--- config.mk ---
export PLATFORM = sky130hd
export DESIGN_NAME = riscv_io_bridge
export DESIGN_NICKNAME = d
export VERILOG_FILES = /design/src/rtl/riscv_io_pkg.sv /design/src/rtl/io_word_asm.sv /design/src/rtl/riscv_io_bridge.sv
export SDC_FILE = /design/constraint.sdc
export NUM_CORES = 1
export LEC_CHECK = 0
export BUFFER_PORTS_ARGS = -buffer_cell sky130_fd_sc_hd__buf_2
export CORE_MARGIN = 2
export CORE_UTILIZATION = 30
export CTS_BUF_LIST = sky130_fd_sc_hd__clkbuf_8
export CTS_CLUSTER_SIZE = 16
export DETAILED_ROUTE_END_ITERATION = 10
export PLACE_DENSITY = 0.56
export SYNTH_ARGS = -nofsm -noshare
export SYNTH_HDL_FRONTEND = slang
export SYNTH_HIERARCHICAL = 1
export SYNTH_SLANG_ARGS = --single-unit
--- constraint.sdc ---
create_clock -name clk -period 2.4 [get_ports clk]
set_clock_uncertainty 0.2 [all_clocks]
set_input_delay 0.36 -clock clk [delete_from_list [all_inputs] [get_ports clk]]
set_output_delay 0.36 -clock clk [all_outputs]
set_load 0.1 [all_outputs]
--- src/rtl/riscv_io_pkg.sv ---
// rtl/riscv_io_pkg.sv - shared state encoding, command codes and status bit indices for the io bridge
package riscv_io_pkg;

   // Bridge state encoding; values mirror the cmd codes that select them
   typedef logic [1:0] io_state_t;

   localparam io_state_t ST_IDLE = 2'd0;
   localparam io_state_t ST_LOAD = 2'd1;
   localparam io_state_t ST_RUN  = 2'd2;
   localparam io_state_t ST_READ = 2'd3;

   // Host command codes carried on uio_in[2:1]
   localparam logic [1:0] CMD_IDLE = 2'b00;
   localparam logic [1:0] CMD_LOAD = 2'b01;
   localparam logic [1:0] CMD_RUN  = 2'b10;
   localparam logic [1:0] CMD_READ = 2'b11;

   // Bit positions of the status nibble inside uio_out
   localparam int STAT_BUSY  = 7;
   localparam int STAT_READY = 6;
   localparam int STAT_RUN   = 5;
   localparam int STAT_ERR   = 4;

   // Map a host command onto the state it selects
   function automatic io_state_t cmd_to_state(input logic [1:0] cmd);
      case (cmd)
         CMD_LOAD: return ST_LOAD;
         CMD_RUN:  return ST_RUN;
         CMD_READ: return ST_READ;
         default:  return ST_IDLE;
      endcase
   endfunction

endpackage

--- src/rtl/io_word_asm.sv ---
// rtl/io_word_asm.sv - little-endian byte-to-word assembler with one-cycle done pulse
module io_word_asm #(
   parameter int XLEN = 32
) (
   input  logic            clk,
   input  logic            rst_n,
   input  logic            clear,
   input  logic            byte_valid,
   input  logic [7:0]      byte_data,
   output logic [XLEN-1:0] word,
   output logic            done,
   output logic            busy
);

   localparam int NB = XLEN / 8;
   localparam int CW = (NB > 1) ? $clog2(NB) : 1;

   logic [CW-1:0] cnt;

   // Shift bytes in from the top so the first byte lands in the LSBs; done fires after the last byte
   always_ff @(posedge clk or negedge rst_n) begin
      if (!rst_n) begin
         cnt  <= '0;
         word <= '0;
         done <= 1'b0;
      end else begin
         done <= 1'b0;
         if (clear) begin
            cnt  <= '0;
            word <= '0;
         end else if (byte_valid) begin
            word <= {byte_data, word[XLEN-1:8]};
            if (cnt == CW'(NB - 1)) begin
               cnt  <= '0;
               done <= 1'b1;
            end else begin
               cnt <= cnt + CW'(1);
            end
         end
      end
   end

   assign busy = (cnt != '0);

endmodule

--- src/rtl/riscv_io_bridge.sv ---
// rtl/riscv_io_bridge.sv - byte-wide host bridge for loading, running and inspecting a small cpu; IO_BRIDGE_CHECKSUM_EN adds a load checksum
module riscv_io_bridge
   import riscv_io_pkg::*;
#(
   parameter int XLEN       = 32,
   parameter int IMEM_DEPTH = 64,
   parameter int NUM_DBG    = 4
) (
   input  logic                          clk,
   input  logic                          rst_n,
   input  logic                          ena,
   input  logic [7:0]                    ui_in,
   input  logic [7:0]                    uio_in,
   output logic [7:0]                    uo_out,
   output logic [7:0]                    uio_out,
   output logic [7:0]                    uio_oe,
   output logic                          imem_we,
   output logic [$clog2(IMEM_DEPTH)-1:0] imem_addr,
   output logic [XLEN-1:0]               imem_wdata,
   input  logic [XLEN-1:0]               imem_rdata,
   output logic                          cpu_rst_n,
   input  logic [NUM_DBG*XLEN-1:0]       dbg_data
);

   localparam int AW = $clog2(IMEM_DEPTH);
   localparam int NB = XLEN / 8;
   localparam int CW = (NB > 1) ? $clog2(NB) : 1;

   io_state_t     state;
   io_state_t     next_state;
   logic          strobe_q;
   logic          stb;
   logic          state_chg;
   logic          enter_load;
   logic          enter_read;
   logic          load_byte;
   logic          read_byte;
   logic          error;
   logic [CW-1:0] rd_k;
   logic          asm_busy;
   logic [7:0]    run_byte;
   logic [7:0]    rd_byte;
   logic [7:0]    idle_byte;
   logic [7:0]    status;
   logic [3:0]    run_ch;
   logic [1:0]    run_b;
   logic          unused_ok;

   assign next_state = cmd_to_state(uio_in[2:1]);
   assign stb        = ena && uio_in[0] && !strobe_q;
   assign state_chg  = ena && (next_state != state);
   assign enter_load = state_chg && (next_state == ST_LOAD);
   assign enter_read = state_chg && (next_state == ST_READ);
   assign load_byte  = stb && !state_chg && (state == ST_LOAD) && !error;
   assign read_byte  = stb && !state_chg && (state == ST_READ);
   assign run_ch     = ui_in[5:2];
   assign run_b      = ui_in[1:0];
   assign cpu_rst_n  = (state == ST_RUN);
   assign uio_oe     = 8'hF0;
   assign unused_ok  = &{1'b0, uio_in[7:3], dbg_data};

   // Edge-detect copy of the strobe; it tracks the pin even while deselected so stale edges are dropped
   always_ff @(posedge clk or negedge rst_n) begin
      if (!rst_n) strobe_q <= 1'b0;
      else        strobe_q <= uio_in[0];
   end

   // Any state change throws away a partially assembled word
   io_word_asm #(.XLEN(XLEN)) u_word_asm (
      .clk        (clk),
      .rst_n      (rst_n),
      .clear      (state_chg),
      .byte_valid (load_byte),
      .byte_data  (ui_in),
      .word       (imem_wdata),
      .done       (imem_we),
      .busy       (asm_busy)
   );

   // State, shared load/read address, read byte index and the sticky overflow flag
   always_ff @(posedge clk or negedge rst_n) begin
      if (!rst_n) begin
         state     <= ST_IDLE;
         imem_addr <= '0;
         rd_k      <= '0;
         error     <= 1'b0;
      end else begin
         if (state_chg) state <= next_state;
         if (enter_load || enter_read) begin
            imem_addr <= '0;
            rd_k      <= '0;
         end else if (imem_we) begin
            // The last location is written once and the address parks there
            if (imem_addr != AW'(IMEM_DEPTH - 1)) imem_addr <= imem_addr + AW'(1);
         end else if (read_byte) begin
            if (rd_k == CW'(NB - 1)) begin
               rd_k      <= '0;
               imem_addr <= imem_addr + AW'(1);
            end else begin
               rd_k <= rd_k + CW'(1);
            end
         end
         if (enter_load)
            error <= 1'b0;
         else if (imem_we && (imem_addr == AW'(IMEM_DEPTH - 1)))
            error <= 1'b1;
      end
   end

   // Debug tap byte select; unknown channels and bytes beyond the word read as zero
   always_comb begin
      run_byte = 8'h00;
      for (int i = 0; i < NUM_DBG; i++) begin
         for (int j = 0; j < NB; j++) begin
            if (j < 4 && run_ch == 4'(i) && run_b == 2'(j))
               run_byte = dbg_data[i*XLEN + j*8 +: 8];
         end
      end
   end

   // Byte k of the word the memory returned for the current address
   always_comb begin
      rd_byte = 8'h00;
      for (int j = 0; j < NB; j++) begin
         if (rd_k == CW'(j)) rd_byte = imem_rdata[j*8 +: 8];
      end
   end

`ifdef IO_BRIDGE_CHECKSUM_EN
   logic [7:0] csum;

   // Running XOR of every byte accepted into the loader
   always_ff @(posedge clk or negedge rst_n) begin
      if (!rst_n)          csum <= 8'h00;
      else if (enter_load) csum <= 8'h00;
      else if (load_byte)  csum <= csum ^ ui_in;
   end

   assign idle_byte = csum;
`else
   assign idle_byte = 8'h00;
`endif

   // Registered output byte, frozen while deselected
   always_ff @(posedge clk or negedge rst_n) begin
      if (!rst_n) begin
         uo_out <= 8'h00;
      end else if (ena) begin
         case (state)
            ST_IDLE: uo_out <= idle_byte;
            ST_RUN:  uo_out <= run_byte;
            ST_READ: uo_out <= rd_byte;
            default: uo_out <= 8'h00;
         endcase
      end
   end

   // Status nibble in the upper half of uio_out, lower half tied low
   always_comb begin
      status             = 8'h00;
      status[STAT_BUSY]  = asm_busy;
      status[STAT_READY] = (state == ST_IDLE);
      status[STAT_RUN]   = cpu_rst_n;
      status[STAT_ERR]   = error;
   end

   // Registered so the pins read zero throughout reset
   always_ff @(posedge clk or negedge rst_n) begin
      if (!rst_n) uio_out <= 8'h00;
      else        uio_out <= status;
   end

endmodule

==> reports/qor.yml <==
status: "finished, final reports clean"
syn_avg_cell_area_sq_um: 9.39
clk_pin_slew_worst_paths_ps: 70
layout.nets: 897
place_area_sq_um: 5800
yosys_warnings: 6
rows: 44
synth_area_sq_um: 4500
drt_iter0_drc: 248
synthArstFlopShare: 1.00
via_per_inst: 5.07
io_buffers: 225
antenna_found_initial: 2
grt_pass1_vias: 4442
htreeDepth: 3
register_area_sq_um: 1480
clk_latency_ps: 340
yosys_register_bits: 59
fin_crit_ps: 2230
slew_headroom: 0.500
dr.pass1.iters: 5
synth_flop_cell: "dfrtp_1"
tritoncts: "yes"
power_frac_comb: 0.284
grt_usage: 0.184
fin_crit_sh: 0.928
yosysSeqAreaShare: 0.328
clock-sinks: 59
drc: 0
utilization: 0.415
seqPwrFrac: 0.359
drt-total-wl_mm: 15.4
gp_congestion: 0.863
setup_tns_ps: 0
crit_fanout: 35
max_freq_mhz: 449
p_int_w: 0.00192
top_level_ports: 243
drtAntennaViolNets: 0
fin_area_sq_um: 6050
vias: 4564
clkPwrFrac: 0.358
drive_gt1_frac: 0.422
critPathLaunchType: "flip-flop"
core_area_sq_um: 14600
fill_cells: 1492
crit_required_ps: 2420
clockBufferDepth: 2
hold_path_class: "input pin to flip-flop"
synth_top_area_cell: "dfrtp_1"
netlist_instances: 479
numCtsBuffers: 9
cp.arrival_ps: 2240
crit_type: "flip-flop to flip-flop"
root_buffer: "clkbuf_8"
hold_violations: 0
worstMarginPinSlew_ps: 751
maxCapViolations: 0
hpwl_mm: 12.4
yosysTopAreaCellShare: 0.328
syn2layout_area_growth_pct: 34.6
drt-wirelength-per-cell_um: 17.0
grt_max_degree: 60
setup_violations: 0
yosysUniqueCellTypes: 70
die_area_sq_um: 16000
grt_overflow: 0
cp-end-kind: "flip-flop"
initial_utilization: 0.308
powerDensity_nw_per_um2: 478
switching_share: 0.337
power.leakage_nw: 2.96
grt_pass1_wl_mm: 23.5
max-vdd-ir-drop_v: 0.000305
maxSlewViolCount: 0
fp.dieW_um: 126
multi_input_area_sq_um: 2670
rsz0062_at_grt: "false"
switchingPower_w: 0.000974
fp.dieH_um: 126
synth_edf_count: 0
synth_area_leaders: "dfrtp_1 (33%), mux2i_1 (11%), mux4_2 (5.0%)"
[layout make-up]
| cell class | instances | area share |
|---|---|---|
| clock buffers | 10 | 0.0227 |
| inverters | 14 | 0.00868 |
| diodes | 1 | 0.000413 |
| well taps | 184 | 0.0380 |
| repair buffers | 259 | 0.231 |
| clock inverters | 6 | 0.0149 |
| flip-flops and latches | 59 | 0.244 |
| multi-input cells | 368 | 0.440 |
[worst paths after layout]
check / startpoint / to / slack (ps) / depth (start not counted)
min in group asynchronous: rst_n / u_word_asm/word[13] / 490 / 3
worst max-delay path: state[1] / u_word_asm/word[22] / 170 / 6
worst max register to register: state[1] / u_word_asm/word[22] / 170 / 6
max in group asynchronous: rst_n / strobe_q / 1000 / 3
worst min register to register: error / uio_out[4] / 240 / 0
worst min-delay path: ui_in[7] / u_word_asm/word[31] / 70 / 3
[sequential cells by signal, indices dropped and copies added, names as in the netlist]
signal	flops
u_word_asm/done	1
u_word_asm/cnt	2
uio_out	4
u_word_asm/word	32
state	2
strobe_q	1
error	1
uo_out	8
imem_addr	6
rd_k	2
[worst max-delay path, stage by stage (launching register included)]
cell	delay, ps
dfrtp_1	450
xnor2_1	390
nand3_1	140
nor4_2	310
buf_12	300
mux2i_1	240
nor2_1	60
[power by group through the flow]
stage	registers [W]	logic, W	clock network (W)
6_report	0.00104	0.000820	0.00104
5_1_grt	0.00104	0.000878	0.00112
4_1_cts	0.00104	0.000823	0.00107
3_5_place_dp	0.00106	0.000817	0
3_3_place_gp	0.00105	0.000808	0
2_1_floorplan	0.00119	0.000403	0
[per-stage QoR]
| step | total power [W] | hold WS, ps | std cells | setup slack [ps] |
|---|---|---|---|---|
| 6_report | 0.00289 | 65.7 | 901 | 174 |
| 2_1_floorplan | 0.00160 | -136 | 489 | 113 |
| 3_5_place_dp | 0.00187 | 251 | 882 | 15.1 |
| 5_1_grt | 0.00303 | 91.5 | 901 | 17.1 |
| 3_3_place_gp | 0.00186 | 252 | 882 | 27.7 |
| 4_1_cts | 0.00293 | 37.8 | 900 | 102 |
[layer usage]
layer  vias up  part of all wire  GRT usage
met5         -                 0          0
li1       2203                 -          -
met3        13             0.064     0.0468
met2       168              0.47      0.292
met1      2180              0.45      0.252
met4         0             0.012     0.0465
[timing repair]
action                                  4_1_cts  5_1_grt
endpoints found under the setup margin        0        1
buffers inserted                              0        0
resized for setup                             0        1
hold buffers                                  2        0
endpoints found under the hold margin        55        0
[cells by family (layout without fill, tap and decap cells)]
family | after synthesis | in the layout | share of synthesized area
DFF | 59 | 59 | 0.328
muxes | 68 | 68 | 0.181
xor gates and xnor gates | 5 | 5 | 0.00974
AOI/OAI and AO/OA | 121 | 121 | 0.191
other | 2 | 13 | 0.00167
adders and majority gates | 7 | 7 | 0.0195
and+or+nand+nor | 155 | 155 | 0.177
buffers and inverters | 62 | 289 | 0.0907
[synth_stat cells, types with 3 or more instances]
master	count
dfrtp_1	59
o21ai_0	19
buf_6	7
a32oi_1	4
o2bb2ai_1	3
inv_1	13
nor3_1	5
nor2_1	56
o22ai_1	4
mux2_2	4
o31a_1	3
nor2b_1	7
clkbuf_1	8
xnor2_1	5
o211ai_1	9
nand4_1	6
buf_12	3
o21ai_1	6
mux2i_1	50
nand2b_1	6
buf_2	14
a31oi_1	4
a221oi_1	6
a21oi_1	25
ha_1	7
buf_4	15
and3_1	4
a22oi_1	6
a211oi_1	4
nand3_1	12
a2bb2oi_1	4
mux2_1	4
nand2_1	35
mux4_2	10
and2_1	6
o221ai_1	4
[layout by cell type (no fill, tap or decap), drive strengths merged, types with 3 or more instances in the layout]
| cell | n |
|---|---|
| xnor2 | 5 |
| o221ai | 4 |
| conb | 12 |
| a22oi | 6 |
| clkbuf | 10 |
| ha | 7 |
| a31oi | 4 |
| o2bb2ai | 4 |
| o31a | 3 |
| mux2 | 8 |
| clkinv | 3 |
| nand3 | 13 |
| a2bb2oi | 4 |
| mux2i | 50 |
| nor2b | 7 |
| mux4 | 10 |
| nand2 | 35 |
| dfrtp | 59 |
| a221oi | 6 |
| a211oi | 4 |
| o22ai | 4 |
| and2 | 7 |
| nor3 | 5 |
| o211ai | 9 |
| nand2b | 6 |
| buf | 257 |
| and3 | 4 |
| nor2 | 58 |
| o21ai | 25 |
| a21oi | 25 |
| inv | 15 |
| a32oi | 4 |
| nand4 | 6 |
Note: power is estimated with default switching activity, not from simulation.
